**config.mk**
```make
export PLATFORM = sky130hd
export DESIGN_NAME = bft_leaf_tx
export DESIGN_NICKNAME = d
export VERILOG_FILES = /design/src/rtl/bft_leaf_tx.sv
export SDC_FILE = /design/constraint.sdc
export NUM_CORES = 1
export LEC_CHECK = 0
export ABC_AREA = 1
export BUFFER_PORTS_ARGS = -buffer_cell sky130_fd_sc_hd__buf_2
export CAP_MARGIN = 5
export CORE_ASPECT_RATIO = 1.5
export CORE_MARGIN = 5
export CORE_UTILIZATION = 35
export DETAILED_ROUTE_END_ITERATION = 12
export GPL_TIMING_DRIVEN = 0
export MAX_ROUTING_LAYER = met4
export PLACE_DENSITY = 0.55
export RECOVER_POWER = 25
export SETUP_SLACK_MARGIN = 0.1
export SLEW_MARGIN = 30
export SYNTH_ARGS = -nofsm -noshare
export SYNTH_HDL_FRONTEND = slang
export SYNTH_SLANG_ARGS = --single-unit
```
**constraint.sdc**
```tcl
create_clock -name clk -period 4.2 [get_ports clk]
set_input_delay 0.21 -clock clk [delete_from_list [all_inputs] [get_ports clk]]
set_output_delay 0.21 -clock clk [all_outputs]
set_load 0.01 [all_outputs]
```
**src/rtl/bft_leaf_tx.sv**
```systemverilog
// Leaf-side BFT injector: buffers user words in a small FIFO, stamps a sequence
// number, and re-drives each packet into the switch until resend_i releases it.
module bft_leaf_tx #(
  parameter int PAYLOAD_W  = 32,
  parameter int ADDR_W     = 5,
  parameter int PORT_W     = 3,
  parameter int SEQ_W      = 8,
  parameter int PACKET_W   = 49,
  parameter int FIFO_DEPTH = 4,
  parameter int MAX_RETRY  = 255
) (
  input  logic                 clk,
  input  logic                 reset,
  input  logic [PAYLOAD_W-1:0] din_data,
  input  logic [ADDR_W-1:0]    din_dst_leaf,
  input  logic [PORT_W-1:0]    din_dst_port,
  input  logic                 din_valid,
  output logic                 din_ready,
  output logic [PACKET_W-1:0]  leaf_in_o,
  input  logic                 resend_i,
  output logic [15:0]          sent_cnt,
  output logic [15:0]          retry_cnt,
  output logic                 stuck_o,
  output logic                 idle_o
);
  localparam int PTR_W    = $clog2(FIFO_DEPTH);
  localparam int CNT_W    = PTR_W + 1;
  localparam int CONSEC_W = $clog2(MAX_RETRY + 1);
  localparam int ENTRY_W  = ADDR_W + PORT_W + PAYLOAD_W;

  logic [ENTRY_W-1:0]  mem_q [FIFO_DEPTH];
  logic [ENTRY_W-1:0]  mem_d [FIFO_DEPTH];
  logic [PTR_W-1:0]    wr_ptr_q, wr_ptr_d, rd_ptr_q, rd_ptr_d;
  logic [CNT_W-1:0]    cnt_q, cnt_d;
  logic [PACKET_W-1:0] pkt_q, pkt_d;
  logic [SEQ_W-1:0]    seq_q, seq_d;
  logic [15:0]         sent_q, sent_d, retry_q, retry_d;
  logic [CONSEC_W-1:0] consec_q, consec_d;
  logic                stuck_q, stuck_d;

  logic               pkt_vld, fifo_empty, fifo_full, wr_en, refuse, accept;
  logic               load_ok, pop, bypass, fifo_wr;
  logic [ENTRY_W-1:0] head;

  assign pkt_vld    = pkt_q[PACKET_W-1];
  assign fifo_empty = (cnt_q == '0);
  assign fifo_full  = (cnt_q == CNT_W'(FIFO_DEPTH));
  assign din_ready  = !reset && !fifo_full;
  assign wr_en      = din_valid && din_ready;
  assign refuse     = pkt_vld && resend_i;
  assign accept     = pkt_vld && !resend_i;
  assign load_ok    = !refuse;
  assign pop        = load_ok && !fifo_empty;
  // An empty FIFO feeding a free output slot skips storage to keep one-cycle latency.
  assign bypass     = load_ok && fifo_empty && wr_en;
  assign fifo_wr    = wr_en && !bypass;
  assign head       = mem_q[rd_ptr_q];

  always_comb begin
    mem_d    = mem_q;
    wr_ptr_d = wr_ptr_q;
    rd_ptr_d = rd_ptr_q;
    cnt_d    = cnt_q;
    pkt_d    = pkt_q;
    seq_d    = seq_q;
    sent_d   = sent_q;
    retry_d  = retry_q;
    consec_d = consec_q;
    stuck_d  = stuck_q;

    if (fifo_wr) begin
      mem_d[wr_ptr_q] = {din_dst_leaf, din_dst_port, din_data};
      wr_ptr_d        = wr_ptr_q + 1'b1;
    end
    if (pop) rd_ptr_d = rd_ptr_q + 1'b1;
    if (fifo_wr && !pop)      cnt_d = cnt_q + 1'b1;
    else if (pop && !fifo_wr) cnt_d = cnt_q - 1'b1;

    if (load_ok) begin
      if (pop)         pkt_d = {1'b1, head[ENTRY_W-1:PAYLOAD_W], seq_q, head[PAYLOAD_W-1:0]};
      else if (bypass) pkt_d = {1'b1, din_dst_leaf, din_dst_port, seq_q, din_data};
      else             pkt_d = '0;
      if (pop || bypass) seq_d = seq_q + 1'b1;
    end

    if (accept) begin
      consec_d = '0;
      if (sent_q != 16'hFFFF) sent_d = sent_q + 16'd1;
    end
    if (refuse) begin
      if (retry_q != 16'hFFFF) retry_d = retry_q + 16'd1;
      if (consec_q != CONSEC_W'(MAX_RETRY)) consec_d = consec_q + 1'b1;
      if (consec_q == CONSEC_W'(MAX_RETRY - 1)) stuck_d = 1'b1;
    end
  end

  always_ff @(posedge clk) begin
    if (reset) begin
      wr_ptr_q <= '0;
      rd_ptr_q <= '0;
      cnt_q    <= '0;
      pkt_q    <= '0;
      seq_q    <= '0;
      sent_q   <= '0;
      retry_q  <= '0;
      consec_q <= '0;
      stuck_q  <= 1'b0;
    end else begin
      wr_ptr_q <= wr_ptr_d;
      rd_ptr_q <= rd_ptr_d;
      cnt_q    <= cnt_d;
      pkt_q    <= pkt_d;
      seq_q    <= seq_d;
      sent_q   <= sent_d;
      retry_q  <= retry_d;
      consec_q <= consec_d;
      stuck_q  <= stuck_d;
    end
  end

  // Storage needs no reset: occupancy alone decides what is valid.
  always_ff @(posedge clk) mem_q <= mem_d;

  assign leaf_in_o = pkt_q;
  assign sent_cnt  = sent_q;
  assign retry_cnt = retry_q;
  assign stuck_o   = stuck_q;
  assign idle_o    = fifo_empty && !pkt_vld;
endmodule

```
Word-level counts from Yosys, hierarchy flattened
Index checks and enable logic that the tools add are counted.
- bits of input ports: 44
- output and inout bits: 84
- word-level logic and storage cells: 73
- register bits after elaboration: 265
- muxes and demuxes: 13
- magnitude comparators: 3
- eq/ne operators: 5
- add/subtract/negate cells: 8
- bitwise operators: 3
- reduce and logical (&&, ||, !) cells: 28
- operators with widths (kind ; count):
    $bwmux 160 ; 1
    $mux 40 ; 3
    $mux 49 ; 2
    $bmux 40 s2 ; 1
    $demux 40 s2 ; 1
    $add 16x1->16 const B ; 2
    $ne 16x16->1 const B ; 2
    $mux 8 ; 3
    $add 8x1->8 const B ; 2
    $logic_and 1x1->1 ; 12
    $logic_not 1->1 ; 9
    $eq 8x8->1 const B ; 1
    $ne 8x8->1 const B ; 1
    $reduce_and 2->1 ; 4
    $ge 3x3->1 const B ; 2
    $mux 3 ; 2
    $not 2->3 ; 2
    $add 2x1->2 const B ; 2
    $add 3x1->3 const B ; 1
    $eq 3x3->1 const B ; 1
    $logic_not 3->1 ; 1
    $lt 3x1->1 const B ; 1
    $sub 3x1->3 const B ; 1
    $reduce_bool 2->1 ; 1
    2 further kinds ; 2

Logic depth before layout (Yosys ltp)
Gate-level depths: netlist of the first run.
- depth in word-level cells: 11
- depth in mapped cells: 10
- gate-level depth less buffers: 9

Worst setup path before layout of the first run
Ideal clock, no wire load.
- kind: register to register
- start: register cnt_q[0]
- end: register mem_q[0] (netlist name) (enable)
- stages on the path, launching flop included: 7
- clock period less this slack: 3.047 ns
- library setup time: 0.437 ns
- slack: 1.153 ns
- buffers on the path: 0
- arrival: 2.610 ns
- required time: 3.763 ns
- path through: dfxtp_1 -> nor2_1 -> nand2_1 -> nand3_2 -> nor2_1 -> inv_1 -> nor2_1
- longest elaborated chain between the ends: 7
- elaborated cells on any way between the ends: 9
- classes of those cells: eq/ne: 1; reduce/logical: 8
- RTL lines (item ; RTL line ; RTL):
    start, declared ; 34 ; logic [CNT_W-1:0] cnt_q, cnt_d;
    start signal, assigned ; 111 ; cnt_q <= cnt_d;
    $eq 3x3->1 ; 47 ; assign fifo_full = (cnt_q == CNT_W'(FIFO_DEPTH));
    $logic_not 1->1 ; 48 ; assign din_ready = !reset && !fifo_full;
    $logic_and 1x1->1 ; 48 ;
    $logic_and 1x1->1 ; 49 ; assign wr_en = din_valid && din_ready;
    $logic_and 1x1->1 ; 55 ; assign bypass = load_ok && fifo_empty && wr_en;
    $logic_not 1->1 ; 56 ; assign fifo_wr = wr_en && !bypass;
    $logic_and 1x1->1 * ; 56 ;
    end signal, assigned ; 122 ; always_ff @(posedge clk) mem_q <= mem_d;
    end, declared ; 31 ; logic [ENTRY_W-1:0] mem_q [FIFO_DEPTH];
Every way passes the cells marked *; elsewhere a longest branch is shown, timed or not.
A chain may end at the register's enable or synchronous reset.

Worst setup path after layout of the first run
- start: register cnt_q[0]
- end: register mem_q[89] (netlist name) (enable)
Same word-level chain as after synthesis.

==> results of run 1 <==
layout make-up:
cell class / count / area [µm²] / area share (%)
tap: 410 / 513 / 3.71
inverter: 55 / 206 / 1.49
multi-input combinational: 841 / 3870 / 28.0
clock inverter: 12 / 86.3 / 0.625
sequential: 265 / 6910 / 50.0
timing repair buffer: 174 / 1190 / 8.58
buffer: 58 / 273 / 1.97
antenna: 3 / 7.51 / 0.0543
clock buffer: 40 / 777 / 5.62
worst paths after layout:
kind / cells after the start / slack, ns / endpoint
worst max-delay path: 8 / 1.89 / mem_q[89]
worst min-delay path: 3 / 0.05 / leaf_in_o[48]
worst max register to register: 8 / 1.89 / mem_q[89]
worst min register to register: 2 / 0.45 / stuck_o
per-layer routing:
layer  wire [µm]  vias up  global-route usage [%]
met2       15700      189                    30.9
met4         864        0                    5.64
met3        1130       56                    1.98
met1       11900     4116                    18.6
li1            -     4462                       -
met5           0        -                       -
cell usage in the layout, fill, tap and decap left out, types with 5 or more instances in the layout:
cell / instances
nand3_1: 19
buf_1: 7
nand4_1: 7
clkinv_2: 8
dlygate4sd3_1: 40
nor2_1: 230
dfxtp_1: 105
nor2_2: 7
xor2_1: 7
inv_1: 50
xnor2_1: 8
nand2_1: 325
a21oi_1: 40
ha_1: 9
buf_16: 6
edfxtp_1: 160
nor2_4: 9
clkbuf_16: 29
inv_2: 5
o21ai_0: 108
buf_2: 116
a31oi_1: 40
clkbuf_1: 65
a21oi_2: 12
nand2_2: 7
metrics by stage:
step                      power, mW  utilization [%]  hold slack, ns  area [µm²]  setup TNS [ns]
after CTS                      8.04             43.7          0.0208       13900               0
final                          7.92             43.6          0.0549       13800               0
after detailed placement       5.63             39.7           0.442       12600               0
after global placement         5.57             39.0           0.436       12400          -70.52
after global routing           8.40             43.6          0.0597       13800               0
after floorplan                4.73                -           0.309       11200               0
power by group through the flow:
stage	clock network (mW)	registers, mW	logic [mW]
after floorplan	0	3.36	1.37
after global placement	0	3.30	2.27
after CTS	2.42	3.24	2.38
after global routing	2.50	3.28	2.63
final	2.36	3.24	2.32
after detailed placement	0	3.30	2.34
cells in the mapped netlist (all sizes together):
cell / n
a31oi: 40
fa: 1
a21oi: 52
nand3: 20
ha: 9
nor3b: 1
a21boi: 1
or2: 1
inv: 55
nor2: 246
o21ai: 109
clkbuf: 24
dfxtp: 105
xnor2: 8
and3: 1
nand3b: 2
edfxtp: 160
nand4: 8
xor2: 7
buf: 34
nor3: 3
nand2: 332
worst max-delay path: stages, from the launching register on:
cell	delay, ns
dfxtp_1	0.41
nor2_1	0.11
nand2_1	0.11
nand3_2	0.13
nor2_1	0.17
inv_1	0.20
nor2_4	0.48
buf_16	0.22
buf_16	0.18
timing repair:
| item | in CTS | in global routing |
|---|---|---|
| setup endpoints to repair | 0 | 0 |
| hold buffers | 40 | 0 |
| buffers inserted | 0 | 0 |
| endpoints found under the hold margin | 200 | 0 |
sequential cells by signal, indices dropped and copies added, names as in the netlist:
signal	flops
cnt_q	3
consec_q	8
leaf_in_o	49
mem_q	160
rd_ptr_q	2
retry_cnt	16
sent_cnt	16
seq_q	8
stuck_o	1
wr_ptr_q	2
cells by family after synthesis:
kind of cell / Yosys count / share of synthesized area, %
and+or+nand+nor: 614 / 21.9
adders and majority gates: 10 / 1.18
buffers and inverters: 113 / 4.27
DFF: 265 / 61.5
xor gates and xnor gates: 15 / 1.17
AOI/OAI and AO/OA: 202 / 9.98
==> reports/results.tsv, run 1 <==
metric	value	unit
clock power share	29.8	%
Final Worst Setup Slack	1.89	ns
CTS tree	done	
sequential area share after synthesis	61.5	%
Clk Latency, worst-skew pair	0.54	ns
Setup Skew	0.0100	ns
Detail Route Antenna Nets	0	
Final nets	1477	
final setup fails	0	
HP Start	din_valid	
I/O Pins	128	
Syn Inst Count	1219	
Sequential Power Share	41.0	%
first-pass GRT wire length	46800	µm
Area contributors post-synth	edfxtp_1 (43%), dfxtp_1 (19%), nand2_1 (11%)	
initial antenna violation count	3	
Post-Syn Nets	1273	
Vias	8823	
MaxCap Viol Count	0	
CTS Root Buffer Type	clkbuf_16	
critical path fanouts, max	18	
FF+latch count, synth	265	
die width	156	µm
outcome	finished, final reports clean	
DIE HEIGHT	229	µm
Clock Tree Buf Depth	3	
CP startpoint	cnt_q[0]	
Pint	5.19	mW
CP endpoint kind	flop	
clock-pin slew on the worst setup and hold paths	0.06	ns
htree depth	1	
final hold viol count	0	
dominant cell type by area after synthesis	edfxtp_1	
area growth from synthesis to layout	23.2	%
vias in the first global route	8898	
post-synth cell types	34	
Final Cycle Share	55.0	%
Final Critical Period	2.31	ns
syn avg cell area	9.21	µm²
Leak	5.13	nW
DRT Wirelength	29600	µm
measured slew at the worst slew-check pin	0.682	ns
Fmax	433	MHz
worst hold path class	input port to flop	
Synth top area share	42.8	%
cts bufs inserted	28	
Sinks on Clock Net	265	
largest net degree at the start of global routing	21	
worst ir drop on vdd	254	µV
Core Region	31700	µm²
vias per inst	4.75	
relative slew slack	54.5	%
Initial Util	35.4	%
Final Non-Filler Cells	1858	
CP startpoint kind	flop	
total gr overflow	0	
Die Footprint	35800	µm²
post-synthesis cell area	11200	µm²
switching share of total power	34.4	%
CP Data Required Time	4.44	ns
Post-CTS Resized	0	
PwrDens	573	nW/µm²
Pre-Repair DR Iteration Count	5	
Comb pwr share	29.3	%
crit path DAT	2.55	ns
Yosys warnings	0	
RSZ-0062 raised after global routing	false	
Fillers	3155	
total track usage	16.8	%
R2R Path Start	cnt_q[0]	
sw power	2.72	mW
# DRC	0	
fraction of layout cells with a size suffix above 1	14.8	%
CP Class	flop to flop	
worst slack at placement	1.87	ns
num rows	80	
fin. max-slew vios	0	
dpl cells	1763	
port bufs	126	
drt wl/cell	15.9	µm
hpwl dp	20200	µm
final RePlAce weighted congestion	0.873	
initial DRC count	492	
No activity file was read; power rests on OpenSTA's default activity.
==> run 2, diff against run 1 <==
- ABC_AREA: 1 -> 0
- PLACE_DENSITY: 0.55 -> 0.57
- clock period: 4.2 -> 2 ns (I/O delays scaled with it)
==> reports/results.tsv, run 2 <==
metric	value	unit
CP Data Required Time	2.24	ns
Clk Latency, worst-skew pair	0.53	ns
final setup fails	0	
CTS Root Buffer Type	clkbuf_16	
DRT Wirelength	29100	µm
htree depth	1	
R2R Path Start	cnt_q[2]	
Core Region	30300	µm²
die width	153	µm
final core occ	44.8	%
Yosys warnings	0	
largest net degree at the start of global routing	19	
cts bufs inserted	26	
CP endpoint kind	flop	
clock-pin slew on the worst setup and hold paths	0.07	ns
Synth top area share	44.9	%
DIE HEIGHT	224	µm
max FFs per register	160	
Die Footprint	34200	µm²
CP Capture Point	mem_q[61]	
dominant cell type by area after synthesis	edfxtp_1	
most common cell after layout, fill and taps aside	edfxtp_1	
worst hold path class	input port to flop	
most frequent cells in the layout	edfxtp_1 (160), buf_2 (99), dfxtp_1 (93)	
Clock Tree Buf Depth	3	
fin. max-slew vios	0	
CP Class	flop to flop	
outcome	finished, final reports clean	
CP startpoint	cnt_q[2]	
synth cell count leaders	edfxtp_1 (160), dfxtp_1 (105), nor2_1 (77)	
vias in the first global route	7590	
Biggest register	mem_q	
MaxCap Viol Count	0	
ys async rst share	0	%
RSZ-0062 raised after global routing	true	
initial DRC count	465	
CP startpoint kind	flop	
worst-case reg-to-reg path depth	4	
Fmax	512	MHz
total track usage	17.1	%
total power	16.4	mW
Reg2Reg Capture Point	mem_q[61]	
relative slew slack	50.6	%
final hold slack	0.0464	ns
PwrDens	1210	nW/µm²
CTS tree	done	
crit path DAT	2.19	ns
Fillers	2833	
fraction of layout cells with a size suffix above 1	28.9	%
final RePlAce weighted congestion	0.773	
num rows	78	
vias per inst	5.33	
Top FF cell, synth	edfxtp_1	
n_diodes	0	
Final Critical Period	1.95	ns
post-synthesis cell area	10700	µm²
Sinks on Clock Net	265	
Post-synth EDFFs	160	
initial antenna violation count	0	
Syn Inst Count	773	
total gr overflow	0	
Final nets	1050	
critical path fanouts, max	18	
# DRC	0	
Vias	7551	
Detail Route Antenna Nets	0	
post-synth cell types	68	
final hold viol count	0	
Post-Syn Nets	827	
I/O Pins	128	
area growth from synthesis to layout	26.8	%
hpwl dp	17600	µm
Setup Skew	0.00872	ns
drt wl/cell	20.6	µm
worst ir drop on vdd	790	µV
Pre-Repair DR Iteration Count	6	
Area contributors post-synth	edfxtp_1 (45%), dfxtp_1 (20%), mux4_2 (8.4%)	
FF+latch count, synth	265	
Post-Route Setup TNS	0	ns
r2r setup slk	0.05	ns
measured slew at the worst slew-check pin	0.737	ns
Initial Util	35.4	%
port bufs	126	
syn avg cell area	13.8	µm²
Leak	4.73	nW
most numerous cell in the Yosys netlist	edfxtp_1	
first-pass GRT wire length	45000	µm
Final Cycle Share	97.7	%
sequential area share after synthesis	64.6	%
[run 2: cell count changes after synthesis, moves of 12 or more]
cell	change
a21oi_1	-13
a221oi_1	+40
a31oi_1	-38
clkbuf_1	+12
inv_1	-41
mux4_2	+40
nand2_1	-307
nor2_1	-157
nor2b_1	+13
nor3_1	+46
o21ai_0	-92
[run 2: how the worst min path moves through the flow]
stage                  from             to  slack [ns]  cells past startpoint
3_5_place_dp    din_data[2]      mem_q[82]        0.34                      1
5_1_grt               reset  retry_cnt[15]        0.06                      3
4_1_cts               reset  retry_cnt[15]        0.04                      3
2_1_floorplan   din_data[0]       mem_q[0]        0.20                      0
3_3_place_gp   din_data[26]     mem_q[106]        0.33                      1
6_report              reset  retry_cnt[15]        0.05                      3
[run 2: final cells by class]
class | instances | area (µm²) | area share, %
Sequential cell | 265 | 6930 | 51.1
Multi-Input combinational cell | 461 | 3820 | 28.2
Timing Repair Buffer | 184 | 1150 | 8.48
Clock buffer | 37 | 763 | 5.63
Tap cell | 400 | 500 | 3.69
Buffer | 49 | 310 | 2.29
Clock inverter | 11 | 53.8 | 0.397
Inverter | 9 | 33.8 | 0.249
[run 2: kinds of logic after synthesis]
kind of cell,count (synthesis),share of synthesized area (%)
compound gates,130,8.94
xor+xnor,9,0.737
fa+ha+maj,10,1.24
buf+inv,59,2.26
flops,265,64.6
mux,55,9.94
simple gates,245,12.3
[run 2: stage by stage]
step	worst slack (ns)	instances	cell area (µm²)
after floorplan	0.101	773	10700
after global placement	-0.292	1299	11800
after detailed placement	-0.319	1299	11800
after CTS	-0.0151	1409	13500
after global routing	-0.00626	1416	13600
final	0.0453	1416	13600
[run 2: layer usage]
metal	routed length (µm)	GRT usage (%)
met2	15600	30.6
met1	11600	20.6
met5	0	-
met3	1480	2.28
met4	425	4.06
[run 2: worst max-delay path, stage by stage (launching register included)]
cell and delay, ns:
dfxtp_4 0.36, nor3_2 0.63, a211oi_4 0.16, buf_12 0.19
and2_2 0.31
[run 2: timing repair]
action / 4_1_cts / 5_1_grt
hold buffers: 42 / 0
endpoints found under the hold margin: 197 / 0
endpoints found under the setup margin: 229 / 100
buffers inserted: 9 / 7
cloned: 12 / 0
gates resized for setup: 72 / 24
pin swaps: 9 / 6
[run 2: power breakdown]
group	internal [mW]	switching (mW)	total, mW
Clock	2.65	2.01	4.66
Sequential	6.45	0.350	6.80
Combinational	2.15	2.78	4.93
Total	11.2	5.14	16.4
==> run 3, diff against run 2 <==
- ABC_AREA: 0 -> 1
==> reports/results.tsv, run 3 (synthesis gave the netlist of run 1 again) <==
metric	value	unit
htree depth	1	
MaxCap Viol Count	0	
PwrDens	1190	nW/µm²
Die Footprint	35800	µm²
initial DRC count	434	
Fillers	3072	
kind of cell adding the most delay to the critical path	simple AND/OR/NAND/NOR gates	
Largest stage delay, worst path	0.38	ns
crit path DAT	2.01	ns
DIE HEIGHT	229	µm
die width	156	µm
Sequential Power Share	41.1	%
# DRC	0	
sw power	5.66	mW
relative slew slack	53.8	%
num rows	80	
slowest stage cell, crit path	dfxtp_2	
total track usage	16.8	%
Pint	10.9	mW
Crit path top cell by count	nor2_4	
Final Cycle Share	89.2	%
max FFs per register	160	
critical path fanouts, max	17	
largest net degree at the start of global routing	21	
fraction of layout cells with a size suffix above 1	15.8	%
Placed Area	12600	µm²
worst hold path class	input port to flop	
Final Non-Filler Cells	1861	
I/O Pins	128	
initial antenna violation count	2	
RSZ-0062 raised after global routing	true	
Final nets	1483	
CTS Root Buffer Type	clkbuf_16	
Fmax	560	MHz
Clk Latency, worst-skew pair	0.54	ns
final RePlAce weighted congestion	0.839	
drt wl/cell	15.8	µm
Biggest register	mem_q	
fin. max-slew vios	0	
DRT Wirelength	29300	µm
total power	16.6	mW
switching share of total power	34.1	%
final instance area	13900	µm²
cts bufs inserted	27	
clock-pin slew on the worst setup and hold paths	0.06	ns
hpwl dp	20200	µm
Detail Route Antenna Nets	0	
Pre-Repair DR Iteration Count	5	
CTS tree	done	
most frequent cells in the layout	nand2_1 (325), nor2_1 (228), edfxtp_1 (160)	
final hold slack	0.291	ns
CP Buf/Inv Count	2	
vias in the first global route	8964	
measured slew at the worst slew-check pin	0.694	ns
Final Critical Period	1.78	ns
area growth from synthesis to layout	24.2	%
most common cell after layout, fill and taps aside	nand2_1	
outcome	finished, final reports clean	
vias per inst	4.77	
Core Region	31700	µm²
Leak	5.18	nW
first-pass GRT wire length	47100	µm
Vias	8879	
Sinks on Clock Net	265	
total gr overflow	0	
port bufs	126	
worst ir drop on vdd	534	µV
Setup Skew	0.0239	ns
dpl cells	1763	
CP endpoint kind	flop	
clock power share	29.1	%
Initial Util	35.4	%
CP startpoint kind	flop	
final hold viol count	0	
final setup fails	0	
CP Data Required Time	2.22	ns
Comb pwr share	29.8	%
Clock Tree Buf Depth	3	
crit-path cells	nor2_2, nand2_1, nand3_2, nor2_4, inv_4, nor2_4, buf_16	
CP Class	flop to flop	
run 3: cell count changes in the layout (fill, tap and decap cells not counted), sizes merged, moves of 40 or more:
cell,delta
nand2,+314
o21ai,+93
mux4,-40
inv,+46
nor2,+169
nor3,-47
a221oi,-40
run 3: final timing paths:
check / slack (ns) / startpoint / depth (start not counted) / endpoint
max: 0.22 / cnt_q[0] / 7 / mem_q[87]
min: 0.29 / reset / 4 / consec_q[7]
max reg2reg: 0.22 / cnt_q[0] / 7 / mem_q[87]
min reg2reg: 0.46 / leaf_in_o[38] / 2 / leaf_in_o[38]
run 3: routing by layer:
metal | up-vias | part of all wire (%) | GRT usage [%]
li1 | 4471 | - | -
met1 | 4201 | 40 | 18.8
met5 | - | 0 | -
met3 | 40 | 4.2 | 2.36
met4 | 0 | 2.1 | 4.61
met2 | 167 | 53 | 31.1
run 3: timing repair:
| item | in CTS | in global routing |
|---|---|---|
| hold endpoints to repair | 202 | 0 |
| endpoints found under the setup margin | 61 | 103 |
| setup buffers | 3 | 2 |
| hold buffers | 42 | 0 |
| resized for setup | 2 | 16 |
| pin swaps | 2 | 2 |
run 3: area by class of cell:
class	count	area [µm²]	area share, %
Clock inverter	14	115	0.826
Clock buffer	35	716	5.14
Inverter	55	209	1.50
Antenna cell	2	5.00	0.0359
Multi-Input combinational cell	841	3890	27.9
Timing Repair Buffer	181	1290	9.27
Sequential cell	265	6910	49.6
Buffer	58	288	2.06
Tap cell	410	513	3.68
run 3: power by group through the flow:
stage	sequential [mW]	clock [mW]	combinational, mW
detailed placement	6.91	0	4.94
floorplan	7.06	0	2.92
global route	6.88	5.18	5.61
finish	6.81	4.83	4.94
global placement	6.91	0	4.80
CTS	6.81	4.98	5.05
run 3: metrics by stage:
step | worst slack (ns) | utilization (%) | TNS, ns
2_1_floorplan | 0.0973 | - | 0
4_1_cts | 0.112 | 43.9 | 0
5_1_grt | 0.0657 | 43.9 | 0
3_5_place_dp | -0.00525 | 39.8 | -0.0701
6_report | 0.215 | 43.9 | 0
3_3_place_gp | -0.543 | 39.1 | -77.43
run 3: worst min-delay path: cells and delay by family:
kind                   cells  cell delay, ns
buffers and inverters      2            0.43
and+or+nand+nor            2            0.24
